**src/rtl/uart_pkg.sv**
```systemverilog
// Shared UART types: byte width and byte type used by the receiver, transmitter and buffers.
package uart_pkg;
    localparam int BYTE_W = 8;
    typedef logic [BYTE_W-1:0] uart_byte_t;
endpackage

```
**src/rtl/uart_fifo_mem.sv**
```systemverilog
// Byte storage for the UART receive FIFO: synchronous write, asynchronous (distributed) read.
module uart_fifo_mem
    import uart_pkg::*;
#(
    parameter  int DEPTH  = 16,
    localparam int ADDR_W = $clog2(DEPTH)
) (
    input  logic              clk,
    input  logic              we,
    input  logic [ADDR_W-1:0] waddr,
    input  uart_byte_t        wdata,
    input  logic [ADDR_W-1:0] raddr,
    output uart_byte_t        rdata
);

    uart_byte_t mem [DEPTH];

    always_ff @(posedge clk) begin
        if (we) begin
            mem[waddr] <= wdata;
        end
    end

    assign rdata = mem[raddr];

endmodule

```
**src/rtl/uart_rx_fifo.sv**
```systemverilog
// FWFT receive buffer behind the UART receiver with sticky overflow flag.
// Define UART_RX_FIFO_DROP_CNT_EN to add the saturating o_drop_count output.
module uart_rx_fifo
    import uart_pkg::*;
#(
    parameter  int DEPTH = 16,
    localparam int CNT_W = $clog2(DEPTH) + 1
) (
    input  logic             clk,
    input  logic             rst_n,
    input  uart_byte_t       i_data,
    input  logic             i_data_available,
    output uart_byte_t       o_data,
    output logic             o_valid,
    input  logic             i_ready,
    output logic [CNT_W-1:0] o_count,
    output logic             o_full,
    output logic             o_empty,
    output logic             o_overflow,
`ifdef UART_RX_FIFO_DROP_CNT_EN
    output logic [15:0]      o_drop_count,
`endif
    input  logic             i_clear_overflow
);

    localparam int ADDR_W = $clog2(DEPTH);
    localparam logic [CNT_W-1:0] FULL_CNT = CNT_W'(DEPTH);

    logic [ADDR_W-1:0] wr_ptr;
    logic [ADDR_W-1:0] rd_ptr;
    logic [CNT_W-1:0]  count;
    logic              overflow;
    logic              push;
    logic              pop;
    logic              wr_en;
    logic              drop;
    uart_byte_t        head;

    assign push  = i_data_available;
    assign pop   = o_valid & i_ready;
    // A full FIFO still accepts a byte when the head leaves in the same cycle.
    assign wr_en = push & (~o_full | pop);
    assign drop  = push & o_full & ~pop;

    uart_fifo_mem #(.DEPTH(DEPTH)) u_mem (
        .clk   (clk),
        .we    (wr_en),
        .waddr (wr_ptr),
        .wdata (i_data),
        .raddr (rd_ptr),
        .rdata (head)
    );

    always_ff @(posedge clk or negedge rst_n) begin
        if (!rst_n) begin
            wr_ptr <= '0;
            rd_ptr <= '0;
            count  <= '0;
        end else begin
            if (wr_en) begin
                wr_ptr <= wr_ptr + ADDR_W'(1);
            end
            if (pop) begin
                rd_ptr <= rd_ptr + ADDR_W'(1);
            end
            case ({wr_en, pop})
                2'b10:   count <= count + CNT_W'(1);
                2'b01:   count <= count - CNT_W'(1);
                default: count <= count;
            endcase
        end
    end

    always_ff @(posedge clk or negedge rst_n) begin
        if (!rst_n) begin
            overflow <= 1'b0;
        end else if (drop) begin
            overflow <= 1'b1;
        end else if (i_clear_overflow) begin
            overflow <= 1'b0;
        end
    end

`ifdef UART_RX_FIFO_DROP_CNT_EN
    logic [15:0] drop_count;

    // A drop coinciding with a clear restarts the tally at one.
    always_ff @(posedge clk or negedge rst_n) begin
        if (!rst_n) begin
            drop_count <= '0;
        end else if (drop && i_clear_overflow) begin
            drop_count <= 16'd1;
        end else if (drop) begin
            if (drop_count != 16'hFFFF) begin
                drop_count <= drop_count + 16'd1;
            end
        end else if (i_clear_overflow) begin
            drop_count <= '0;
        end
    end

    assign o_drop_count = drop_count;
`endif

    // Storage is uninitialised after reset, so the head is masked while empty.
    assign o_valid    = (count != '0);
    assign o_empty    = (count == '0);
    assign o_full     = (count == FULL_CNT);
    assign o_count    = count;
    assign o_overflow = overflow;
    assign o_data     = o_valid ? head : '0;

endmodule

```
**config.mk**
```make
export PLATFORM = sky130hd
export DESIGN_NAME = uart_rx_fifo
export DESIGN_NICKNAME = d
export VERILOG_FILES = /design/src/rtl/uart_pkg.sv /design/src/rtl/uart_fifo_mem.sv /design/src/rtl/uart_rx_fifo.sv
export SDC_FILE = /design/constraint.sdc
export NUM_CORES = 1
export LEC_CHECK = 0
export ABC_AREA = 1
export BUFFER_PORTS_ARGS = -buffer_cell sky130_fd_sc_hd__buf_4
export CORE_MARGIN = 2
export CORE_UTILIZATION = 42
export CTS_CLUSTER_DIAMETER = 40
export DETAILED_ROUTE_END_ITERATION = 6
export PLACE_DENSITY = 0.62
export REMOVE_ABC_BUFFERS = 1
export SYNTH_ARGS = -nofsm -noshare
export SYNTH_HDL_FRONTEND = slang
export SYNTH_SLANG_ARGS = --single-unit
```
**constraint.sdc**
```tcl
create_clock -name clk -period 2.5 [get_ports clk]
set_input_delay 0.125 -clock clk [delete_from_list [all_inputs] [get_ports clk]]
set_output_delay 0.125 -clock clk [all_outputs]
set_load 0.03 [all_outputs]
```
; After elaboration in Yosys (flattened, before gate mapping)
; Memories as Yosys holds them, arrays and structs flattened.
; Cells that the tools add are included.
[op_classes]
add_sub_neg = 4
multipliers = 0
div_mod_pow = 0
n_lt_le_gt_ge = 0
eq_ne = 3
shifts = 0
n_mux = 6
n_bitwise = 7
n_reduce_logical = 4
[ops]
columns = cell, count
row1 = case mux 5 bit (2 select lines), 1
row2 = adder 4 x 1 -> 4 bit (second input constant), 2
row3 = two-way mux 8 bit, 1
row4 = adder 5 x 1 -> 5 bit (second input constant), 1
row5 = == test 5 bit (second input constant), 1
row6 = logical NOT 5 bit, 1
row7 = nonzero test 5 bit, 1
row8 = subtractor 5 x 1 -> 5 bit (second input constant), 1
row9 = bitwise AND 1 bit, 4
row10 = two-way mux 1 bit, 4
row11 = nonzero test 2 bit, 2
row12 = == test 2 x 1 -> 1 bit (second input constant), 1
row13 = == test 2 bit (second input constant), 1
row14 = NOT 1 bit, 2
row15 = bitwise OR 1 bit, 1
[word_totals]
regBits = 14
latch_bits = 0
ramBits = 128
mem_bits_ro = 0
input_bits = 13
output_inout_bits = 17
wordCells = 29
memories = 1
[mem_list]
columns = memory, words, word_bits, rd, rd_ports_with_merged_regs, wr, line
row1 = u_mem.mem, 16, 8, 1, 0, 1, uart_fifo_mem.sv:16  ; uart_byte_t mem [DEPTH];

; Logic depth before layout (Yosys ltp)
[depth]
depth_word = 6
mapped_depth = 15
ltp_nobuf = 15

; Hierarchy
; A second synthesis with hierarchy kept.
[unflattened]
cells_unflattened = 649
area_unflattened_um2 = 6500.0
[modules_own_cells]
columns = mod, instances, cells_per_inst, area_each_um2
row1 = uart_fifo_mem, 1, 543, 5606.6
row2 = uart_rx_fifo, 1, 106, 893.4

; Worst setup path before layout
; Ideal clock, no wire load.
[synth_path]
path_type = register to register
from = register count[0], in the netlist o_count[0]
to = register count[4], in the netlist o_count[4]
setup_time_ps = 117
t_arrival_ps = 2478
required_time_ps = 2383
setup_slack_ps = -96
stages_incl_launch_ff = 15
period_less_slack_ps = 2596
cell_sequence = dfrtp_1 -> nor2_2 -> nand3_2 -> nor2_4 -> inv_2 -> nand2_2 -> inv_2 -> ha_1 -> xor2_1 -> ha_1 -> a21o_1 -> nand3_1 -> nand3_1 -> nand3_1 -> nand2_1
[synth_via]
elab_chain_len = 6
[synth_rtl]
columns = item, line
row1 = from (decl), uart_rx_fifo.sv:31  ; logic [CNT_W-1:0] count;
row2 = from (signal assigned), uart_rx_fifo.sv:67  ; 2'b10: count <= count + CNT_W'(1);
row3 = from (signal assigned), uart_rx_fifo.sv:68  ; 2'b01: count <= count - CNT_W'(1);
row4 = from (signal assigned), uart_rx_fifo.sv:69  ; default: count <= count;
row5 = nonzero test 5 bit (*), uart_rx_fifo.sv:106  ; assign o_valid = (count != '0);
row6 = named net o_valid, uart_rx_fifo.sv:14  ; output logic o_valid,
row7 = bitwise AND 1 bit (*), uart_rx_fifo.sv:40  ; assign pop = o_valid & i_ready;
row8 = named net pop, uart_rx_fifo.sv:34  ; logic pop;
row9 = bitwise OR 1 bit, uart_rx_fifo.sv:42  ; assign wr_en = push & (~o_full | pop);
row10 = bitwise AND 1 bit, uart_rx_fifo.sv:42
row11 = == test 2 x 1 -> 1 bit or == test 2 bit (tied branches), uart_rx_fifo.sv:66  ; case ({wr_en, pop})
row12 = case mux 5 bit (2 select lines) or nonzero test 2 bit (tied branches), --
; The timed path passes the listed nets; every way through them passes the cells marked *.
; A chain may end at the register's enable or synchronous reset.

; Worst setup path in the final report
[layout_path]
from = register rd_ptr[0]
to = output o_data[1]
[layout_via]
elab_chain_len = 2
[layout_rtl]
columns = item, line
row1 = from (decl), uart_rx_fifo.sv:30  ; logic [ADDR_W-1:0] rd_ptr;
row2 = from (signal assigned), uart_rx_fifo.sv:64  ; rd_ptr <= rd_ptr + ADDR_W'(1);
row3 = memory (16 x 8 bit), --
row4 = two-way mux 8 bit, uart_rx_fifo.sv:111  ; assign o_data = o_valid ? head : '0;
row5 = to (decl), uart_rx_fifo.sv:13  ; output uart_byte_t o_data,
; Every way passes these cells.

==> metrics.md <==
| Metric | Value |
|---|---|
| Drt via density | `between 5 and 6` |
| Worst-Skew Late Latency | `420 ps` |
| Final Util | `0.523` |
| Largest cells by area after synthesis | `edfxtp_1, nand2_1, nand3_1, dfrtp_1, ha_1` |
| Vias | `4086` |
| VDD IR max | `0.633 mV` |
| Fin cells | `~790` |
| Flop pwr share | `0.324` |
| Worst Setup SP | `rd_ptr[0]` |
| Internal power | `slightly above 0.006 W` |
| Overall routed net length | `around 13000 um` |
| Die Y | `124 um` |
| #FFs+latches synth | `between 100 and 150` |
| Worst R2R Setup Slack | `around 220 ps` |
| Mapped cell area | `around 0.006 mm2` |
| CTS H-tree lvls | `4` |
| Die Area | `around 0.015 mm2` |
| Tot GR Track Use | `0.180` |
| CTS sink count | `142` |
| Max clock buf depth | `2` |
| Tmin final | `around 2300 ps` |
| # fillers | `1225` |
| R2r endpoint | `o_count[4]` |
| Area leader, netlist | `edfxtp_1` |
| Vias in the first global route | `3882` |
| Number of detailed-route iterations in the first pass | `4` |
| N_diodes | `0` |
| First-pass GRT wire length | `21200 um` |
| RSZ-0062 raised after global routing | `no` |
| P_leak | `about 2.9 nW` |
| FF-to-FF Start | `o_count[0]` |
| # port buffers | `29` |
| Sw Ratio | `0.363` |
| CP endpoint kind | `primary output` |
| Met2 usage | `0.274` |
| Worst-path clk slew | `60 ps` |
| Sequential-to-total area share from yosys stat | `0.690` |
| GRT overflow | `0` |
| Most Crowded Layer GR | `met2` |
| CTS tree | `yes` |
| Root buffer cell | `clkbuf_16` |
| Met3 usage | `0.0490` |
| Post-DRT Antenna Nets | `0` |
| Critical Path Fanout Max | `46` |
| Global Route met1 Usage | `0.249` |
| Placed Area | `0.00655 mm2` |
| Top_reg_cell synth | `edfxtp_1` |
| # setup viols final | `0` |
| Proportion of synthesized area in mux cells | `0` |
| Max Cap Viol | `0` |
| FMAX | `428 MHz` |
| Worst Setup EP | `o_data[1]` |
| DIE WIDTH | `124 um` |
| Simple-Gate Fraction of Synth Area | `0.223` |
| Starting Density | `0.435` |
| Fraction of power consumed by the clock network | `0.319` |
| Post-synth EDFFs | `128` |
| Worst-Margin Slew | `669 ps` |
| Crit path DAT | `2210 ps` |
| Share of the synthesized area in the top cell type | `0.632` |
| Cells after DPL | `between 700 and 800` |
| Max Clock Skew | `6.58 ps` |
| Worst hold slack | `between 40 and 50 ps` |
| HPWL after detailed placement | `8280 um` |
| Remaining DRCs | `0` |
| Mapped Cells | `543` |
| Largest family of logic cells by synthesized area | `simple AND/OR/NAND/NOR gates` |
| Num CTS Buffers | `17` |
| # nets final | `616` |
| Comb pwr share | `0.357` |
| CP Launch Type | `register` |
| Initial antenna violation count | `0` |
| Hold Path Class | `primary input to register` |
| Sw power | `0.00344 W` |
| Status | `completed` |
| Slew Viols, Final | `0` |
| Compound-Gate Fraction of Synth Area | `0.0195` |
| Ports | `30` |
| Post-synth cell types | `25` |
| Pwr per Cell Area | `~1300 mW/mm2` |
| Largest net degree at the start of global routing | `47` |
| Worst EP required | `2380 ps` |
| Area delta synth->final | `20.4%` |
| GPL Wtd Cong | `~0.8` |
| Worst r2r path cells | `14` |
| Post-Synth XOR/XNOR Area | `0.0115` |
| Row count | `43` |
| Average wire per standard cell | `between 15 and 20 um` |
| Synth Area per Inst | `11.2 um2` |
| Ys Warns | `0` |
| Synth Area in Adders | `0.0185` |
| Worst rel slew slack | `0.553` |
| CP Class | `register to primary output` |
| Async SR Flop Fraction | `0.0986` |
| Fin. Hold Viols | `0` |
| Starting DRT DRC Count | `352` |
| Tcrit/Tclk final | `0.935` |
| Final Cell Area | `0.00732 mm2` |
| Core area | `around 0.014 mm2` |
| Proportion of layout cells with a drive suffix above 1 | `0.158` |
## kinds of logic after synthesis
kind of cell	after synthesis
flip-flops	142
adder cells (fa/ha/maj)	9
XOR/XNOR	8
AND/OR/NAND/NOR	319
buffers and inverters	45
AO/OA/AOI/OAI	20
## through the flow
stage / setup slack (ps) / total power (W) / setup TNS [ps]
floorplan: -224 / 0.00525 / -1910
global placement: 266 / 0.00641 / 0
detailed placement: 127 / 0.00648 / 0
CTS: 119 / 0.00952 / 0
global route: 2.35 / 0.0100 / 0
finish: 162 / 0.00947 / 0
## worst min-delay path by stage
stage	end	cells past startpoint	slack, ps	startpoint
2_1_floorplan	o_count[0]	0	-170	rst_n
3_3_place_gp	o_count[3]	1	-8	rst_n
3_5_place_dp	o_count[3]	1	-4	rst_n
4_1_cts	u_mem.mem[11][6]	1	40	i_data[6]
5_1_grt	u_mem.mem[13][7]	1	40	i_data[7]
6_report	u_mem.mem[13][7]	1	50	i_data[7]
## synth_stat cells, types with 4 or more instances
master / number
dfrtp_1: 14
nor2_1: 16
xor2_1: 6
buf_4: 12
edfxtp_1: 128
a21oi_1: 9
inv_1: 14
inv_2: 4
nand2_1: 190
ha_1: 9
o21ai_0: 6
nand3_1: 108
buf_2: 10
## cell usage in the layout, fill, tap and decap left out
cell type | Yosys | final
dlygate4sd3_1 | 0 | 4
nand2_1 | 190 | 190
dfrtp_2 | 0 | 1
clkbuf_16 | 0 | 17
nand3_2 | 1 | 1
inv_1 | 14 | 14
inv_2 | 4 | 4
a21boi_4 | 1 | 1
o21bai_1 | 1 | 1
edfxtp_1 | 128 | 128
bufinv_16 | 0 | 8
xor2_1 | 6 | 6
inv_6 | 0 | 1
clkinvlp_4 | 0 | 5
nand3_1 | 108 | 108
a21o_1 | 1 | 1
a21oi_1 | 9 | 9
xnor2_1 | 2 | 2
ha_1 | 9 | 8
ha_4 | 0 | 1
clkinv_1 | 2 | 3
nand2_2 | 1 | 1
nor2_1 | 16 | 16
buf_4 | 12 | 53
o21ai_0 | 6 | 6
o21ai_1 | 2 | 2
dfrtp_1 | 14 | 13
nor2_4 | 2 | 2
nor2_2 | 1 | 1
## flip-flops by register name, summed over array words and instances (netlist names)
| register | flops |
|---|---|
| o_count | 5 |
| o_overflow | 1 |
| rd_ptr | 4 |
| wr_ptr | 4 |
| u_mem.mem | 128 |
## timing repair
action                                  in CTS  in global routing
buffers inserted                             0                  0
endpoints found under the setup margin       0                  2
hold buffers                                 4                  0
gates resized for setup                      0                  2
hold endpoints to repair                    16                  0
## final cells by class
type | count | area [um2] | share of cell area
Clock buffer | 17 | 425 | 0.0581
Timing Repair Buffer | 57 | 438 | 0.0598
Sequential cell | 142 | 4200 | 0.573
Inverter | 20 | 75.1 | 0.0103
Multi-Input combinational cell | 356 | 1670 | 0.228
Tap cell | 180 | 225 | 0.0308
Clock inverter | 15 | 290 | 0.0396
## layer usage
layer  vias up  wire, um  part of all wire
met5         -         0                 0
met3        18       839             0.063
li1       1972         -                 -
met2       144      6220              0.46
met1      1952      6080              0.45
met4         0       245             0.018
## power groups by stage
stage | clock (W) | sequential [W] | combinational (W)
after floorplan | 0 | 0.00333 | 0.00192
after global placement | 0 | 0.00310 | 0.00331
after detailed placement | 0 | 0.00311 | 0.00337
after CTS | 0.00306 | 0.00307 | 0.00340
after global routing | 0.00316 | 0.00310 | 0.00375
final | 0.00302 | 0.00307 | 0.00338
## critical path: stages, from the launching register on
cell	delay (ps)
dfrtp_2	380
buf_4	430
nand2_1	100
nand3_1	100
nand3_1	120
nand2_1	110
nand2_1	50
a21oi_1	250
buf_4	210
No activity file was read; power rests on OpenSTA's default activity.
